==> src/rtl/planificador_ascensor_if.sv <==
// Handshake bundle between the elevator scheduler, button panel, floor sensor and door controller.
interface planificador_ascensor_if;
    logic [9:0] botones;
    logic       llegada;
    logic       trabajando;
    logic [9:0] pisos;
    logic [3:0] estado;
    logic [1:0] motor;
    logic       falla;

    modport master (
        output botones, llegada, trabajando,
        input  pisos, estado, motor, falla
    );

    modport slave (
        input  botones, llegada, trabajando,
        output pisos, estado, motor, falla
    );
endinterface

==> src/rtl/planificador_ascensor.sv <==
// Collective cabin scheduler for a 4-floor elevator: latches requests, picks direction,
// drives the motor and hands each stop to the door controller.
module planificador_ascensor #(
    parameter int unsigned T_MAX_VIAJE   = 1000,
    parameter int unsigned T_ESPERA_PTAS = 8,
    parameter int unsigned ANCHO_CNT     = 10
) (
    input  logic                  clk,
    input  logic                  reset,
    planificador_ascensor_if.slave bus
);
    localparam logic [ANCHO_CNT-1:0] CNT_VIAJE  = ANCHO_CNT'(T_MAX_VIAJE - 1);
    localparam logic [ANCHO_CNT-1:0] CNT_ESPERA = ANCHO_CNT'(T_ESPERA_PTAS - 1);

    typedef enum logic [2:0] {
        REPOSO,
        SUBIENDO,
        BAJANDO,
        PUERTAS_ESPERA,
        PUERTAS_ACTIVO,
        FALLA
    } estado_t;

    estado_t              st;
    logic [9:0]           pisos_q;
    logic [1:0]           piso_q;
    logic                 bajando_q;
    logic                 mov_q;
    logic [1:0]           motor_q;
    logic                 falla_q;
    logic [ANCHO_CNT-1:0] cnt_q;

    logic [9:0] serv_aqui;
    logic [9:0] limpiar;
    logic       adelante;
    logic       atras;
    logic [1:0] piso_sig;
    logic       en_extremo;
    logic       parada_sig;

    function automatic logic [9:0] cabina(input logic [1:0] f);
        case (f)
            2'd0:    return 10'h040;
            2'd1:    return 10'h080;
            2'd2:    return 10'h100;
            default: return 10'h200;
        endcase
    endfunction

    function automatic logic [9:0] hall_sube(input logic [1:0] f);
        case (f)
            2'd0:    return 10'h001;
            2'd1:    return 10'h002;
            2'd2:    return 10'h008;
            default: return 10'h000;
        endcase
    endfunction

    function automatic logic [9:0] hall_baja(input logic [1:0] f);
        case (f)
            2'd1:    return 10'h004;
            2'd2:    return 10'h010;
            2'd3:    return 10'h020;
            default: return 10'h000;
        endcase
    endfunction

    // Any pending request strictly beyond floor f in the given direction.
    function automatic logic mas_alla(input logic [9:0] p, input logic [1:0] f, input logic baja);
        logic r;
        r = 1'b0;
        for (int g = 0; g < 4; g++) begin
            if (baja ? (2'(g) < f) : (2'(g) > f))
                r = r | (|(p & (cabina(2'(g)) | hall_sube(2'(g)) | hall_baja(2'(g)))));
        end
        return r;
    endfunction

    // Bits answered by a stop at floor f travelling in the given direction.
    function automatic logic [9:0] servidos(input logic [9:0] p, input logic [1:0] f, input logic baja);
        logic [9:0] m;
        m = cabina(f) | (baja ? hall_baja(f) : hall_sube(f));
        if (f == 2'd0)
            m = m | 10'h001;
        if (f == 2'd3)
            m = m | 10'h020;
        if (!mas_alla(p, f, baja))
            m = m | (baja ? hall_sube(f) : hall_baja(f));
        return m;
    endfunction

    always_comb begin
        serv_aqui  = servidos(pisos_q, piso_q, bajando_q);
        adelante   = mas_alla(pisos_q, piso_q, bajando_q);
        atras      = mas_alla(pisos_q, piso_q, !bajando_q);
        piso_sig   = bajando_q ? (piso_q - 2'd1) : (piso_q + 2'd1);
        en_extremo = bajando_q ? (piso_q == 2'd0) : (piso_q == 2'd3);
        parada_sig = (piso_sig == 2'd0) || (piso_sig == 2'd3)
                     || (|(pisos_q & servidos(pisos_q, piso_sig, bajando_q)));
        limpiar    = '0;
        if (((st == PUERTAS_ESPERA) && !bus.trabajando && (cnt_q == CNT_ESPERA))
            || ((st == PUERTAS_ACTIVO) && !bus.trabajando))
            limpiar = serv_aqui;
    end

    always_ff @(posedge clk) begin
        if (reset) begin
            st        <= REPOSO;
            pisos_q   <= '0;
            piso_q    <= 2'd0;
            bajando_q <= 1'b0;
            mov_q     <= 1'b0;
            motor_q   <= 2'b00;
            falla_q   <= 1'b0;
            cnt_q     <= '0;
        end else begin
            // A clear beats a press of the same bit in the same cycle.
            if (st != FALLA)
                pisos_q <= (pisos_q | bus.botones) & ~limpiar;

            case (st)
                REPOSO: begin
                    cnt_q <= '0;
                    if (|(pisos_q & serv_aqui)) begin
                        st <= PUERTAS_ESPERA;
                    end else if (adelante) begin
                        st      <= bajando_q ? BAJANDO : SUBIENDO;
                        mov_q   <= 1'b1;
                        motor_q <= bajando_q ? 2'b10 : 2'b01;
                    end else if (atras) begin
                        bajando_q <= !bajando_q;
                        st        <= bajando_q ? SUBIENDO : BAJANDO;
                        mov_q     <= 1'b1;
                        motor_q   <= bajando_q ? 2'b01 : 2'b10;
                    end
                end

                SUBIENDO, BAJANDO: begin
                    if (bus.llegada) begin
                        cnt_q <= '0;
                        if (en_extremo) begin
                            st      <= FALLA;
                            mov_q   <= 1'b0;
                            motor_q <= 2'b00;
                            falla_q <= 1'b1;
                        end else begin
                            piso_q <= piso_sig;
                            if (parada_sig) begin
                                st      <= PUERTAS_ESPERA;
                                mov_q   <= 1'b0;
                                motor_q <= 2'b00;
                            end
                        end
                    end else if (cnt_q == CNT_VIAJE) begin
                        st      <= FALLA;
                        mov_q   <= 1'b0;
                        motor_q <= 2'b00;
                        falla_q <= 1'b1;
                    end else begin
                        cnt_q <= cnt_q + ANCHO_CNT'(1);
                    end
                end

                PUERTAS_ESPERA: begin
                    if (bus.trabajando) begin
                        st <= PUERTAS_ACTIVO;
                    end else if (cnt_q == CNT_ESPERA) begin
                        st    <= REPOSO;
                        cnt_q <= '0;
                    end else begin
                        cnt_q <= cnt_q + ANCHO_CNT'(1);
                    end
                end

                PUERTAS_ACTIVO: begin
                    if (!bus.trabajando)
                        st <= REPOSO;
                end

                FALLA: begin
                    mov_q   <= 1'b0;
                    motor_q <= 2'b00;
                    falla_q <= 1'b1;
                end

                default: begin
                    st      <= REPOSO;
                    mov_q   <= 1'b0;
                    motor_q <= 2'b00;
                end
            endcase
        end
    end

    assign bus.pisos  = pisos_q;
    assign bus.estado = {mov_q, bajando_q, piso_q[0], piso_q[1]};
    assign bus.motor  = motor_q;
    assign bus.falla  = falla_q;
endmodule

==> src/flat_wrapper.sv <==
// flat-port wrapper written by rule: the top's interface ports become plain ports
module planificador_ascensor_flat 
#(
    parameter int unsigned T_MAX_VIAJE   = 1000,
    parameter int unsigned T_ESPERA_PTAS = 8,
    parameter int unsigned ANCHO_CNT     = 10
)
  (clk, reset, bus_botones, bus_llegada, bus_trabajando, bus_pisos, bus_estado, bus_motor, bus_falla);
  planificador_ascensor_if bus_i ();
  input  logic clk;
  input  logic reset;
  input wire logic [$bits(bus_i.botones)-1:0] bus_botones;
  input wire logic [$bits(bus_i.llegada)-1:0] bus_llegada;
  input wire logic [$bits(bus_i.trabajando)-1:0] bus_trabajando;
  output wire logic [$bits(bus_i.pisos)-1:0] bus_pisos;
  output wire logic [$bits(bus_i.estado)-1:0] bus_estado;
  output wire logic [$bits(bus_i.motor)-1:0] bus_motor;
  output wire logic [$bits(bus_i.falla)-1:0] bus_falla;
  assign bus_i.botones = bus_botones;
  assign bus_i.llegada = bus_llegada;
  assign bus_i.trabajando = bus_trabajando;
  assign bus_pisos = bus_i.pisos;
  assign bus_estado = bus_i.estado;
  assign bus_motor = bus_i.motor;
  assign bus_falla = bus_i.falla;
  planificador_ascensor #(.T_MAX_VIAJE(T_MAX_VIAJE), .T_ESPERA_PTAS(T_ESPERA_PTAS), .ANCHO_CNT(ANCHO_CNT)) u_core (.clk(clk), .reset(reset), .bus(bus_i));
endmodule
==> config.mk <==
export PLATFORM = sky130hd
export DESIGN_NAME = planificador_ascensor_flat
export DESIGN_NICKNAME = d
export VERILOG_FILES = /design/src/rtl/planificador_ascensor_if.sv /design/src/rtl/planificador_ascensor.sv /design/src/flat_wrapper.sv
export SDC_FILE = /design/constraint.sdc
export NUM_CORES = 1
export LEC_CHECK = 0
export ABC_AREA = 1
export CORE_ASPECT_RATIO = 0.5
export CORE_MARGIN = 1
export CORE_UTILIZATION = 45
export CTS_BUF_LIST = sky130_fd_sc_hd__clkbuf_2
export DETAILED_ROUTE_END_ITERATION = 6
export PLACE_DENSITY = 0.64
export SLEW_MARGIN = 20
export SYNTH_ARGS = -nofsm -noshare
export SYNTH_HDL_FRONTEND = slang
export SYNTH_SLANG_ARGS = --single-unit
==> constraint.sdc <==
create_clock -name clk -period 2.9 [get_ports clk]
set_input_delay 0.58 -clock clk [delete_from_list [all_inputs] [get_ports clk]]
set_output_delay 0.58 -clock clk [all_outputs]
set_load 0.1 [all_outputs]
[Yosys cells after proc, flatten, opt, wreduce, memory -nomap -nowiden]
Index checks and enable logic that the tools add are counted.
Cells by class
  bitwise gates (word level): 59
  equality and inequality tests: 24
  order comparisons: 16
  $add $sub $neg: 3
  reduce and logical (&&, ||, !) cells: 35
  muxes and demuxes: 123
Operators by type and width (number)
  10-bit 2-to-1 mux: 49
  10-bit bitwise OR: 27
  10-bit bitwise AND: 15
  10-bit OR reduction: 14
  10-bit case mux with 3 select lines: 3
  1-bit 2-to-1 mux: 37
  6-bit case mux with 3 select lines: 2
  3-bit 2-to-1 mux: 10
  2-bit 2-to-1 mux: 12
  6-bit 2-to-1 mux: 4
  4-bit case mux with 3 select lines: 2
  10-bit by 6-bit bitwise OR with 10-bit output: 2
  3-bit case mux with 5 select lines: 1
  10-bit by 1-bit adder with 10-bit output (second input constant): 1
  10-bit == test (second input constant): 1
  10-bit by 3-bit == test with 1-bit output (second input constant): 1
  10-bit NOT: 1
  3-bit inequality test (second input constant): 3
  1-bit bitwise OR: 9
  3-bit AND reduction: 3
  2-bit == test (second input constant): 4
  1-bit by 2-bit greater-than comparator with 1-bit output (first input constant): 4
  2-bit greater-than comparator (first input constant): 4
  1-bit by 2-bit < comparator with 1-bit output (first input constant): 4
  other kinds (27): 47
Storage, ports and cells
  output and inout bits: 17
  logic and storage cells: 268
  flip-flop bits (word level): 30
  input port bits: 14

[Logic depth before layout (Yosys ltp)]
Gate-level depths: netlist (run 1).
  word-level depth: 27
  mapped depth: 20
  mapped depth without buffers: 20

[Worst setup path after synthesis (run 1)]
Ideal clock, no wire load.
  path type: reg-to-reg
  start: register u_core.piso_q[1]
  end: register u_core.motor_q[0], in the netlist u_core.bus.motor[0]
  setup slack: -560 ps
  data required time: 2768 ps
  buffers on the path: 0
  setup time: 132 ps
  stages on the path, launching flop included: 20
  period minus slack after synthesis: 3460 ps
  arrival: 3328 ps
  cell sequence: dfxtp_1 -> inv_1 -> ha_1 -> nand2_1 -> inv_1 -> nor2_1 -> inv_1 -> ha_1 -> nor2_1 -> nor2_1 -> nand2_1 -> nand3_2 -> nand3_1 -> nand3_1 -> nand3_1 -> nand2_1 -> nor3_2 -> nand2_1 -> nand2_1 -> a21oi_1
Between the ends
  longest elaborated chain between the ends: 17
  elaborated cells on any way between the ends: 100
  classes of those cells: add/sub (2); order compare (16); eq/ne (9); mux (51); bitwise (15); reduce/logical (7)
RTL lines
  from (decl): RTL line planificador_ascensor.sv:26  | logic [1:0] piso_q;
  from (signal assigned): RTL line planificador_ascensor.sv:147  | piso_q <= piso_sig;
  2-bit by 1-bit adder with 2-bit output or 2-bit by 1-bit subtractor with 2-bit output (tied branches): RTL line planificador_ascensor.sv:96  | piso_sig = bajando_q ? (piso_q - 2'd1) : (piso_q + 2'd1);
  2-bit 2-to-1 mux (*): RTL line planificador_ascensor.sv:96
  net u_core.piso_sig[1]: RTL line planificador_ascensor.sv:37  | logic [1:0] piso_sig;
  1-bit by 2-bit greater-than comparator with 1-bit output or 1-bit by 2-bit < comparator with 1-bit output (tied branches): RTL line planificador_ascensor.sv:73  | if (baja ? (2'(g) < f) : (2'(g) > f))
  1-bit 2-to-1 mux (2 in a row): RTL line planificador_ascensor.sv:73
  1-bit bitwise OR: RTL line planificador_ascensor.sv:74  | r = r | (|(p & (cabina(2'(g)) | hall_sube(2'(g)) | hall_baja(2'(g)))));
  1-bit 2-to-1 mux: RTL line planificador_ascensor.sv:73
  1-bit bitwise OR: RTL line planificador_ascensor.sv:74
  1-bit 2-to-1 mux: RTL line planificador_ascensor.sv:73
  1-bit bitwise OR: RTL line planificador_ascensor.sv:74
  1-bit 2-to-1 mux: RTL line planificador_ascensor.sv:73
  10-bit 2-to-1 mux: RTL line planificador_ascensor.sv:87  | if (!mas_alla(p, f, baja))
  10-bit bitwise AND: RTL line planificador_ascensor.sv:99  | || (|(pisos_q & servidos(pisos_q, piso_sig, bajando_q)));
  10-bit OR reduction: RTL line planificador_ascensor.sv:99
  1-bit logical OR (*): RTL line planificador_ascensor.sv:99
  4-bit by 2-bit inequality test with 1-bit output (no line) (*)
  5-bit AND reduction (no line) (*)
  to (signal assigned): RTL line planificador_ascensor.sv:129  | motor_q <= bajando_q ? 2'b10 : 2'b01;
  to (signal assigned): RTL line planificador_ascensor.sv:134  | motor_q <= bajando_q ? 2'b01 : 2'b10;
  to (decl): RTL line planificador_ascensor.sv:29  | logic [1:0] motor_q;
Mark *: on every way through the listed nets, which the timed path passes. The rest lies on a longest branch. The select of a mux whose other input is x is not followed.
A chain may end at the register's enable or synchronous reset.

[Final worst setup path (run 1)]
  start: register u_core.piso_q[1]
  end: register u_core.st[0]
Between the ends
  longest elaborated chain between the ends: 17
  elaborated cells on any way between the ends: 99
  classes of those cells: add/sub (2); order compare (16); eq/ne (8); mux (51); bitwise (15); reduce/logical (7)
RTL lines
  2-bit by 1-bit adder with 2-bit output or 2-bit by 1-bit subtractor with 2-bit output (tied branches): RTL line planificador_ascensor.sv:96
  2-bit 2-to-1 mux (*): RTL line planificador_ascensor.sv:96
  net u_core.piso_sig[1]: RTL line planificador_ascensor.sv:37
  1-bit by 2-bit greater-than comparator with 1-bit output or 1-bit by 2-bit < comparator with 1-bit output (tied branches): RTL line planificador_ascensor.sv:73
  1-bit 2-to-1 mux (2 in a row): RTL line planificador_ascensor.sv:73
  1-bit bitwise OR: RTL line planificador_ascensor.sv:74
  1-bit 2-to-1 mux: RTL line planificador_ascensor.sv:73
  1-bit bitwise OR: RTL line planificador_ascensor.sv:74
  1-bit 2-to-1 mux: RTL line planificador_ascensor.sv:73
  1-bit bitwise OR: RTL line planificador_ascensor.sv:74
  1-bit 2-to-1 mux: RTL line planificador_ascensor.sv:73
  10-bit 2-to-1 mux: RTL line planificador_ascensor.sv:87
  10-bit bitwise AND: RTL line planificador_ascensor.sv:99
  10-bit OR reduction: RTL line planificador_ascensor.sv:99
  1-bit logical OR (*): RTL line planificador_ascensor.sv:99
  4-bit by 2-bit inequality test with 1-bit output (no line) (*)
  6-bit AND reduction (no line) (*)
  to (signal assigned): RTL line planificador_ascensor.sv:127  | st <= bajando_q ? BAJANDO : SUBIENDO;
  to (signal assigned): RTL line planificador_ascensor.sv:132  | st <= bajando_q ? SUBIENDO : BAJANDO;
  to (decl): RTL line planificador_ascensor.sv:24  | estado_t st;
Marks and branches as above.

==> results.rst, run 1 <==
.. list-table::
   :header-rows: 1

   * - Metric
     - Value
   * - Maximum VDD drop
     - ~0.52 mV
   * - Net count of the finished layout
     - 424
   * - Setup clock skew after layout
     - 0.00847 ns
   * - Antenna Cells
     - 0
   * - Syn_area_per_cell
     - 6.52 um^2
   * - DRC violation count after routing
     - 0
   * - Clock tree from TritonCTS
     - built
   * - Antenna violations before repair
     - 0
   * - Layout area overhead
     - 17.8%
   * - Cells along the critical path
     - inv_1 -> ha_4 -> nand2_1 -> inv_1 -> nor2_4 -> inv_1 -> ha_1 -> inv_1 -> nand2_1 -> nor2_1 -> a21oi_2 -> nand3_2 -> nand2_1 -> a21oi_1 -> nand3_2 -> nand4_1 -> inv_1 -> nand2_1 -> nand2_1 -> a21oi_1
   * - Multi-input gate area in the final layout
     - 0.00149 mm^2
   * - Overflow left after global routing
     - 0
   * - Critical Path AT
     - 2.96 ns
   * - Number of buffers created by CTS
     - 5
   * - Netlist area before placement
     - 0.00235 mm^2
   * - Area contributors post-synth
     - sky130_fd_sc_hd__dfxtp_1 (26%), sky130_fd_sc_hd__nand2_1 (12%), sky130_fd_sc_hd__inv_1 (9.3%), sky130_fd_sc_hd__ha_1 (8.0%), sky130_fd_sc_hd__nor2_1 (7.2%)
   * - Cell count of the worst reg-to-reg path
     - 20
   * - Fraction of synthesized cell area taken by the top area cell type
     - 25.6%
   * - Starting density of the core
     - 47.2%
   * - Filler Cell Count
     - 500
   * - Post-DR vias/cell
     - 5.18
   * - # H-tree levels
     - 2
   * - Startpoint Class
     - flop
   * - Area occupied by registers
     - roughly 600 um^2
   * - EDFF count, synth
     - 0
   * - Via count of the first global-routing pass
     - around 2100
   * - Worst hold path cell count
     - 2
   * - Largest stage delay on the critical path
     - 0.38 ns
   * - Status
     - completed
   * - Met1 Track Usage GR
     - 30.7%
   * - RePlAce Congestion
     - 0.895
   * - Core footprint
     - 0.00498 mm^2
   * - Total wirelength of the detailed-routed design
     - between 6000 and 7000 um
   * - Net count after synthesis
     - 389
   * - Main synth FF type
     - sky130_fd_sc_hd__dfxtp_1
   * - Cell Area, Placed
     - 0.00266 mm^2
   * - Buffers added on ports
     - 30
   * - Highest fanout seen on the critical path
     - 4
   * - Met3 track demand over resource
     - 4.80%
   * - Critical Path End Type
     - flop
   * - Share of async-settable or async-resettable flops after synthesis
     - 0%
   * - Clk sink count
     - 30
   * - Routed wire per std cell
     - about 13 um
   * - Overall routing resource usage
     - 23.5%
   * - Hold/Removal Path Class
     - flop to flop
   * - Antenna viol nets, final
     - 0
   * - Die Y-Extent
     - 53.1 um
   * - Count of TritonRoute iterations in the first routing pass
     - 5
   * - Width of the chip
     - around 100 um
   * - Number of warning messages in the yosys log
     - 0
   * - Clock latency of the later-clocked register in the worst-skew pair
     - 0.38 ns
   * - Required time of the critical path
     - 3.23 ns
   * - Stages on the worst setup path
     - 20
   * - Post-synthesis sequential element count
     - 30
   * - Final setup violation count
     - 0
   * - CP delay by family, top
     - simple AND/OR/NAND/NOR gates
   * - HPWL after DPL
     - 4750 um
   * - Max stage delay cell, worst path
     - sky130_fd_sc_hd__dfxtp_4
   * - Top Usage Layer GRT
     - met2
   * - Reported leakage power
     - roughly 1.3 nW
   * - Die Area
     - 0.00553 mm^2
   * - Final Slew Violations
     - 0
   * - Fraction of the cycle the final worst path needs
     - 90.7%
   * - Worst slew pin tran
     - 0.481 ns
   * - Post-route design area
     - 0.00277 mm^2
   * - Hold violation total from the final report
     - 0
   * - Number of hold buffers added after CTS
     - 0
   * - Cell with the most instances after synthesis
     - sky130_fd_sc_hd__nand2_1
   * - WS Path Type
     - flop to flop
   * - Power Density
     - 824 mW/mm^2
   * - Unique masters post-synth
     - 36
   * - Setup Total Neg Slack
     - 0 ns
   * - Cell accounting for the most synthesized area
     - sky130_fd_sc_hd__dfxtp_1
   * - Max Cap Viol
     - 0
   * - Normalized max-slew margin
     - 67.8%
   * - Vias
     - 2412
   * - Buffers from clock root to sink, at most
     - 2
   * - Ratio of cells with drive above 1 in the final layout
     - 15.2%
   * - Unrepaired setup endpoints after global routing
     - no
   * - Cells after Synth
     - 360
   * - Wire length of the first global-routing pass
     - 9980 um
   * - F_max
     - 0.380 GHz
   * - Sequential element share of the synthesized area
     - 25.6%
   * - Final Critical Period
     - 2.63 ns
   * - Number of top-level pins
     - 31
   * - Number of standard-cell rows in the floorplan
     - 18
   * - Starting DRC count in detailed routing
     - 149
   * - WP buf/inv
     - 5
   * - Root buffer cell
     - sky130_fd_sc_hd__clkbuf_2
   * - Largest net degree at the start of global routing
     - 22
   * - Met2 Usage GRT
     - between 30% and 40%
   * - Top post-synthesis cells by count
     - sky130_fd_sc_hd__nand2_1 (76), sky130_fd_sc_hd__inv_1 (58), sky130_fd_sc_hd__nor2_1 (45), sky130_fd_sc_hd__a21oi_1 (30), sky130_fd_sc_hd__dfxtp_1 (30)
   * - Clk pin slew, worst setup/hold paths
     - 0.18 ns
-- per-stage QoR --
stage / setup WS (ns) / instances / power [mW] / util [%] / hold slack (ns)
floorplan: 0.0901 / 360 / 1.68 / - / 0.440
global placement: 0.225 / 454 / 1.95 / 53.4 / 0.451
detailed placement: 0.0130 / 454 / 1.98 / 53.4 / 0.456
CTS: 0.0806 / 462 / 2.21 / 54.2 / 0.479
global route: 0.0300 / 466 / 2.47 / 55.6 / 0.492
finish: 0.269 / 466 / 2.28 / 55.6 / 0.477
-- routing by layer --
metal,wire length [um],vias to the layer above
li1,-,1240
met1,2900,1091
met2,2750,71
met3,364,10
met4,77,0
met5,0,-
-- cells in the final DEF, fill, tap and decap left out, drive strengths merged, types with 2 or more instances in the layout --
cell	netlist	layout
ha	15	15
clkbuf	4	5
a311o	3	3
a211oi	7	7
nand2	83	83
nor3	6	6
nand3b	2	2
inv	60	60
o21bai	2	2
a221oi	3	3
nor2	49	49
xor2	2	2
buf	5	24
dfxtp	30	30
clkinv	0	2
nand3	27	27
nand4	9	9
a21oi	32	32
o21ai	15	15
clkdlybuf4s50	0	13
-- logic make-up (layout without fill, tap and decap cells) --
kind of cell	after synthesis	count (layout)	share of synthesized area [%]
xor+xnor	2	2	0.746
flops	30	30	25.6
buf+inv	69	105	12.5
compound gates	65	65	16.9
fa+ha+maj	15	15	7.99
simple gates	179	179	36.3
-- path summary, 6_finish.rpt --
path	startpoint	endpoint	slack (ns)
max	u_core.piso_q[1]	u_core.st[0]	0.27
min	u_core.bus.motor[1]	u_core.bus.motor[1]	0.48
max reg2reg	u_core.piso_q[1]	u_core.st[0]	0.27
min reg2reg	u_core.bus.motor[1]	u_core.bus.motor[1]	0.48
-- tightest hold or removal path: cells and delay by family (launching register included) --
kind | cells | cell delay [ns]
DFF | 1 | 0.35
AOI/OAI and AO/OA | 1 | 0.05
and+or+nand+nor | 1 | 0.06
-- flip-flops by register name, summed over array words and instances, names as in the netlist --
name and cells:
u_core.cnt_q 10, u_core.bus.falla 1, u_core.piso_q 2, u_core.st 3, u_core.bajando_q 1, u_core.bus.pisos 10
u_core.bus.motor 2, u_core.mov_q 1
-- layout make-up --
class | instances | area share, %
Clock inverter | 3 | 0.588
Inverter | 60 | 8.14
Multi-Input combinational cell | 261 | 54.0
Sequential cell | 30 | 22.0
Timing Repair Buffer | 37 | 11.2
Tap cell | 70 | 3.17
Clock buffer | 5 | 0.905
-- power breakdown --
group	total [mW]	internal, mW	switching [mW]	leakage (nW)
sequential	0.551	0.482	0.0692	0.248
combinational	1.51	0.472	1.03	1.02
clock	0.221	0.0550	0.166	0.0264
-- timing repair --
action / CTS / global route
gates resized for setup: 1 / 6
cloned: 0 / 0
hold endpoints to repair: 0 / 0
setup endpoints to repair: 4 / 6
pin swaps: 0 / 1
setup buffers: 0 / 4
No activity file was read; power rests on OpenSTA's default activity.
==> run 2: changes to the inputs <==
--- a/config.mk
+++ b/config.mk
@@ -7,7 +7,7 @@
 export LEC_CHECK = 0
 export ABC_AREA = 1
 export CORE_ASPECT_RATIO = 0.5
-export CORE_MARGIN = 1
+export CORE_MARGIN = 2
 export CORE_UTILIZATION = 45
 export CTS_BUF_LIST = sky130_fd_sc_hd__clkbuf_2
 export DETAILED_ROUTE_END_ITERATION = 6
==> run 2 against run 1 <==
Net effect: sequential cell count unchanged; critical path depth shrank 1; non-clock buffer count down 1; worst setup slack got worse by 0.047 ns; register-to-register slack got worse by 0.05 ns; clock power hardly changed; sequential power up 1%; sequential share of layout area increased by 0.20 points; first-iteration DRC count down 15%; via count is 2.1% lower; routed wire length up 0.77%.
==> results.rst, run 2 (same netlist as run 1, synthesis figures left out) <==
.. list-table::
   :header-rows: 1

   * - Metric
     - Value
   * - Multi-input gate area in the final layout
     - 0.00148 mm^2 (-1.2%)
   * - Root buffer cell
     - sky130_fd_sc_hd__clkbuf_2
   * - Number of buffers created by CTS
     - 5 (unchanged)
   * - Cell count of the worst reg-to-reg path
     - 19 (-5.0%)
   * - Clk pin slew, worst setup/hold paths
     - 0.19 ns (about the same)
   * - Core footprint
     - 0.00498 mm^2 (unchanged)
   * - Status
     - completed
   * - Reported leakage power
     - 1.28 nW (-0.64%)
   * - Clk sink count
     - 30 (unchanged)
   * - Final Slew Violations
     - 0 (unchanged)
   * - Hold violation total from the final report
     - 0 (unchanged)
   * - Layout area overhead
     - 16.7%
   * - Ratio of cells with drive above 1 in the final layout
     - 14.7% (-0.47 points)
   * - Starting DRC count in detailed routing
     - 126 (-15%)
   * - Hold/Removal Path Class
     - flop to flop
   * - Max Cap Viol
     - 0 (unchanged)
   * - Tightest hold margin
     - 0.473 ns (-0.00342 ns)
   * - Width of the chip
     - 106 um (+1.9%)
   * - RePlAce Congestion
     - 0.865 (-3.4%)
   * - Combinational fraction of design power
     - 65.3% (-0.8 points)
   * - Net count of the finished layout
     - 423 (-0.24%)
   * - Largest net degree at the start of global routing
     - 22 (unchanged)
   * - Wire length of the first global-routing pass
     - 9780 um (-2.0%)
   * - Vias
     - 2361 (-2.1%)
   * - Number of hold buffers added after CTS
     - 0 (unchanged)
   * - Launching point of the worst reg2reg path
     - u_core.piso_q[1]
   * - Worst Slack Setup Final
     - 0.223 ns (-0.0466 ns)
   * - Setup slack of the most critical reg-to-reg path
     - 0.22 ns (-0.05 ns)
   * - Power Density
     - 815 mW/mm^2 (-1.1%)
   * - Antenna violations before repair
     - 0 (unchanged)
   * - Buffers from clock root to sink, at most
     - 2 (unchanged)
   * - F_max
     - 0.374 GHz (-1.7%)
   * - Worst Min Path Start
     - u_core.bus.motor[1]
   * - Filler Cell Count
     - 519 (+3.8%)
   * - Critical Path AT
     - 2.94 ns (-0.02 ns)
   * - Final setup violation count
     - 0 (unchanged)
   * - Die Area
     - 0.00585 mm^2 (+5.8%)
   * - Endpoint, Worst Hold
     - u_core.bus.motor[1]
   * - Number of top-level pins
     - 31 (unchanged)
   * - Post-place setup slack
     - 0.0437 ns (+0.0307 ns)
   * - Area occupied by registers
     - 608 um^2 (unchanged)
   * - Clock tree from TritonCTS
     - built
   * - Total wirelength of the detailed-routed design
     - 6140 um (+0.77%)
   * - Final core area utilization
     - 55.1% (-0.50 points)
   * - Required time of the critical path
     - 3.17 ns (-0.06 ns)
   * - Clock network fraction of design power
     - 9.7% (about the same)
   * - Antenna Cells
     - 0 (unchanged)
   * - Post-DR vias/cell
     - 5.08 (-1.9%)
   * - Number of standard-cell rows in the floorplan
     - 18 (unchanged)
   * - Relative contribution of sequential cells to total power
     - 25.0% (+0.8 points)
   * - Cell Area, Placed
     - 0.00266 mm^2 (unchanged)
   * - Critical Path End Type
     - flop
   * - Normalized max-slew margin
     - 69.4% (+1.6 points)
   * - HPWL after DPL
     - 4760 um (+0.14%)
   * - Sw frac
     - 55.8% (+0.15 points)
   * - Count of TritonRoute iterations in the first routing pass
     - 4 (-1)
   * - Highest fanout seen on the critical path
     - 5 (+1)
   * - Routed wire per std cell
     - 13.2 um (+0.99%)
   * - DRC violation count after routing
     - 0 (unchanged)
   * - Placed cell count
     - 454 (unchanged)
   * - WS Path Type
     - flop to flop
   * - Starting density of the core
     - 47.2% (unchanged)
   * - Setup clock skew after layout
     - 0.0175 ns (+0.00902 ns)
   * - Post-route design area
     - 0.00274 mm^2 (-0.90%)
   * - Final Critical Period
     - 2.68 ns (+0.0466 ns)
   * - Number of standard cells in the final layout excluding fillers
     - 465 (-0.21%)
   * - Via count of the first global-routing pass
     - 2073 (-2.7%)
   * - Most common cell after layout, fill and taps aside
     - sky130_fd_sc_hd__nand2_1
   * - Overall routing resource usage
     - 21.9% (-1.6 points)
   * - Die Y-Extent
     - 55.1 um (+3.8%)
   * - # H-tree levels
     - 2 (unchanged)
   * - Setup Total Neg Slack
     - 0 ns (unchanged)
   * - Fraction of the cycle the final worst path needs
     - 92.3% (+1.6 points)
   * - Worst slew pin tran
     - 0.458 ns (-0.0233 ns)
   * - Final Total Pwr
     - 2.23 mW (-2.0%)
   * - Maximum VDD drop
     - 0.461 mV (-11%)
   * - Antenna viol nets, final
     - 0 (unchanged)
   * - End of the worst register-to-register path
     - u_core.bus.motor[0]
   * - Internal Power
     - 0.986 mW (-2.3%)
   * - Overflow left after global routing
     - 0 (unchanged)
   * - Buffers added on ports
     - 30 (unchanged)
   * - Worst hold path cell count
     - 2 (unchanged)
   * - Commonest cells after routing, fill and taps aside
     - sky130_fd_sc_hd__nand2_1 (76), sky130_fd_sc_hd__inv_1 (58), sky130_fd_sc_hd__nor2_1 (43)
   * - Clock latency of the later-clocked register in the worst-skew pair
     - 0.37 ns (about the same)
   * - Power dissipated by switching net loads
     - 1.25 mW (-1.7%)
   * - Startpoint Class
     - flop
run 2: worst max path at each step:
stage | start | to | slack (ns) | cells after the start
CTS | u_core.piso_q[1] | u_core.bus.motor[0] | 0.005 | 19
finish | u_core.piso_q[1] | u_core.bus.motor[0] | 0.22 | 19
global route | u_core.piso_q[1] | u_core.mov_q | -0.02 | 19
detailed placement | u_core.piso_q[1] | u_core.bus.motor[0] | 0.04 | 19
floorplan | u_core.piso_q[1] | u_core.bus.motor[0] | 0.09 | 19
global placement | u_core.piso_q[1] | u_core.bus.motor[1] | 0.23 | 19
run 2: timing repair:
item	4_1_cts	5_1_grt
resized for setup	0	5
setup buffers	0	3
setup endpoints to repair	0	6
run 2: final cells by class:
| class | instances | area share (%) |
|---|---|---|
| tap | 70 | 3.19 |
| inverter | 60 | 8.22 |
| timing repair buffer | 36 | 11.0 |
| clock inverter | 3 | 0.593 |
| multi-input combinational | 261 | 53.9 |
| clock buffer | 5 | 0.913 |
| sequential | 30 | 22.2 |
run 2: metal layers:
metal	part of all wire [%]	wire [um]	track usage, %	up-vias
li1	-	-	-	1233
met1	49	2990	29.1	1079
met2	45	2770	37.5	42
met3	5.3	327	3.86	7
met4	0.93	57	6.58	0
met5	0	0	0	-
run 2: critical path, stage by stage (launching register included):
cell and delay [ns]:
sky130_fd_sc_hd__dfxtp_4 0.41, sky130_fd_sc_hd__inv_1 0.08, sky130_fd_sc_hd__ha_1 0.34, sky130_fd_sc_hd__nand2_1 0.08, sky130_fd_sc_hd__inv_1 0.07, sky130_fd_sc_hd__nor2_4 0.13
sky130_fd_sc_hd__inv_1 0.11, sky130_fd_sc_hd__ha_1 0.22, sky130_fd_sc_hd__nor2_1 0.09, sky130_fd_sc_hd__nor2_1 0.05, sky130_fd_sc_hd__nand2_1 0.09, sky130_fd_sc_hd__nand3_2 0.10
sky130_fd_sc_hd__nand3_1 0.08, sky130_fd_sc_hd__nand3_1 0.08, sky130_fd_sc_hd__nand3_2 0.11, sky130_fd_sc_hd__nand2_1 0.09, sky130_fd_sc_hd__nor3_4 0.17, sky130_fd_sc_hd__nand2_1 0.12
sky130_fd_sc_hd__nand2_1 0.08, sky130_fd_sc_hd__a21oi_1 0.06
run 2: power by group through the flow:
stage,registers [mW],clock network (mW),logic (mW)
6_report,0.558,0.218,1.46
5_1_grt,0.567,0.241,1.61
4_1_cts,0.568,0.223,1.40
3_5_place_dp,0.576,0,1.39
3_3_place_gp,0.572,0,1.38
2_1_floorplan,0.834,0,0.845
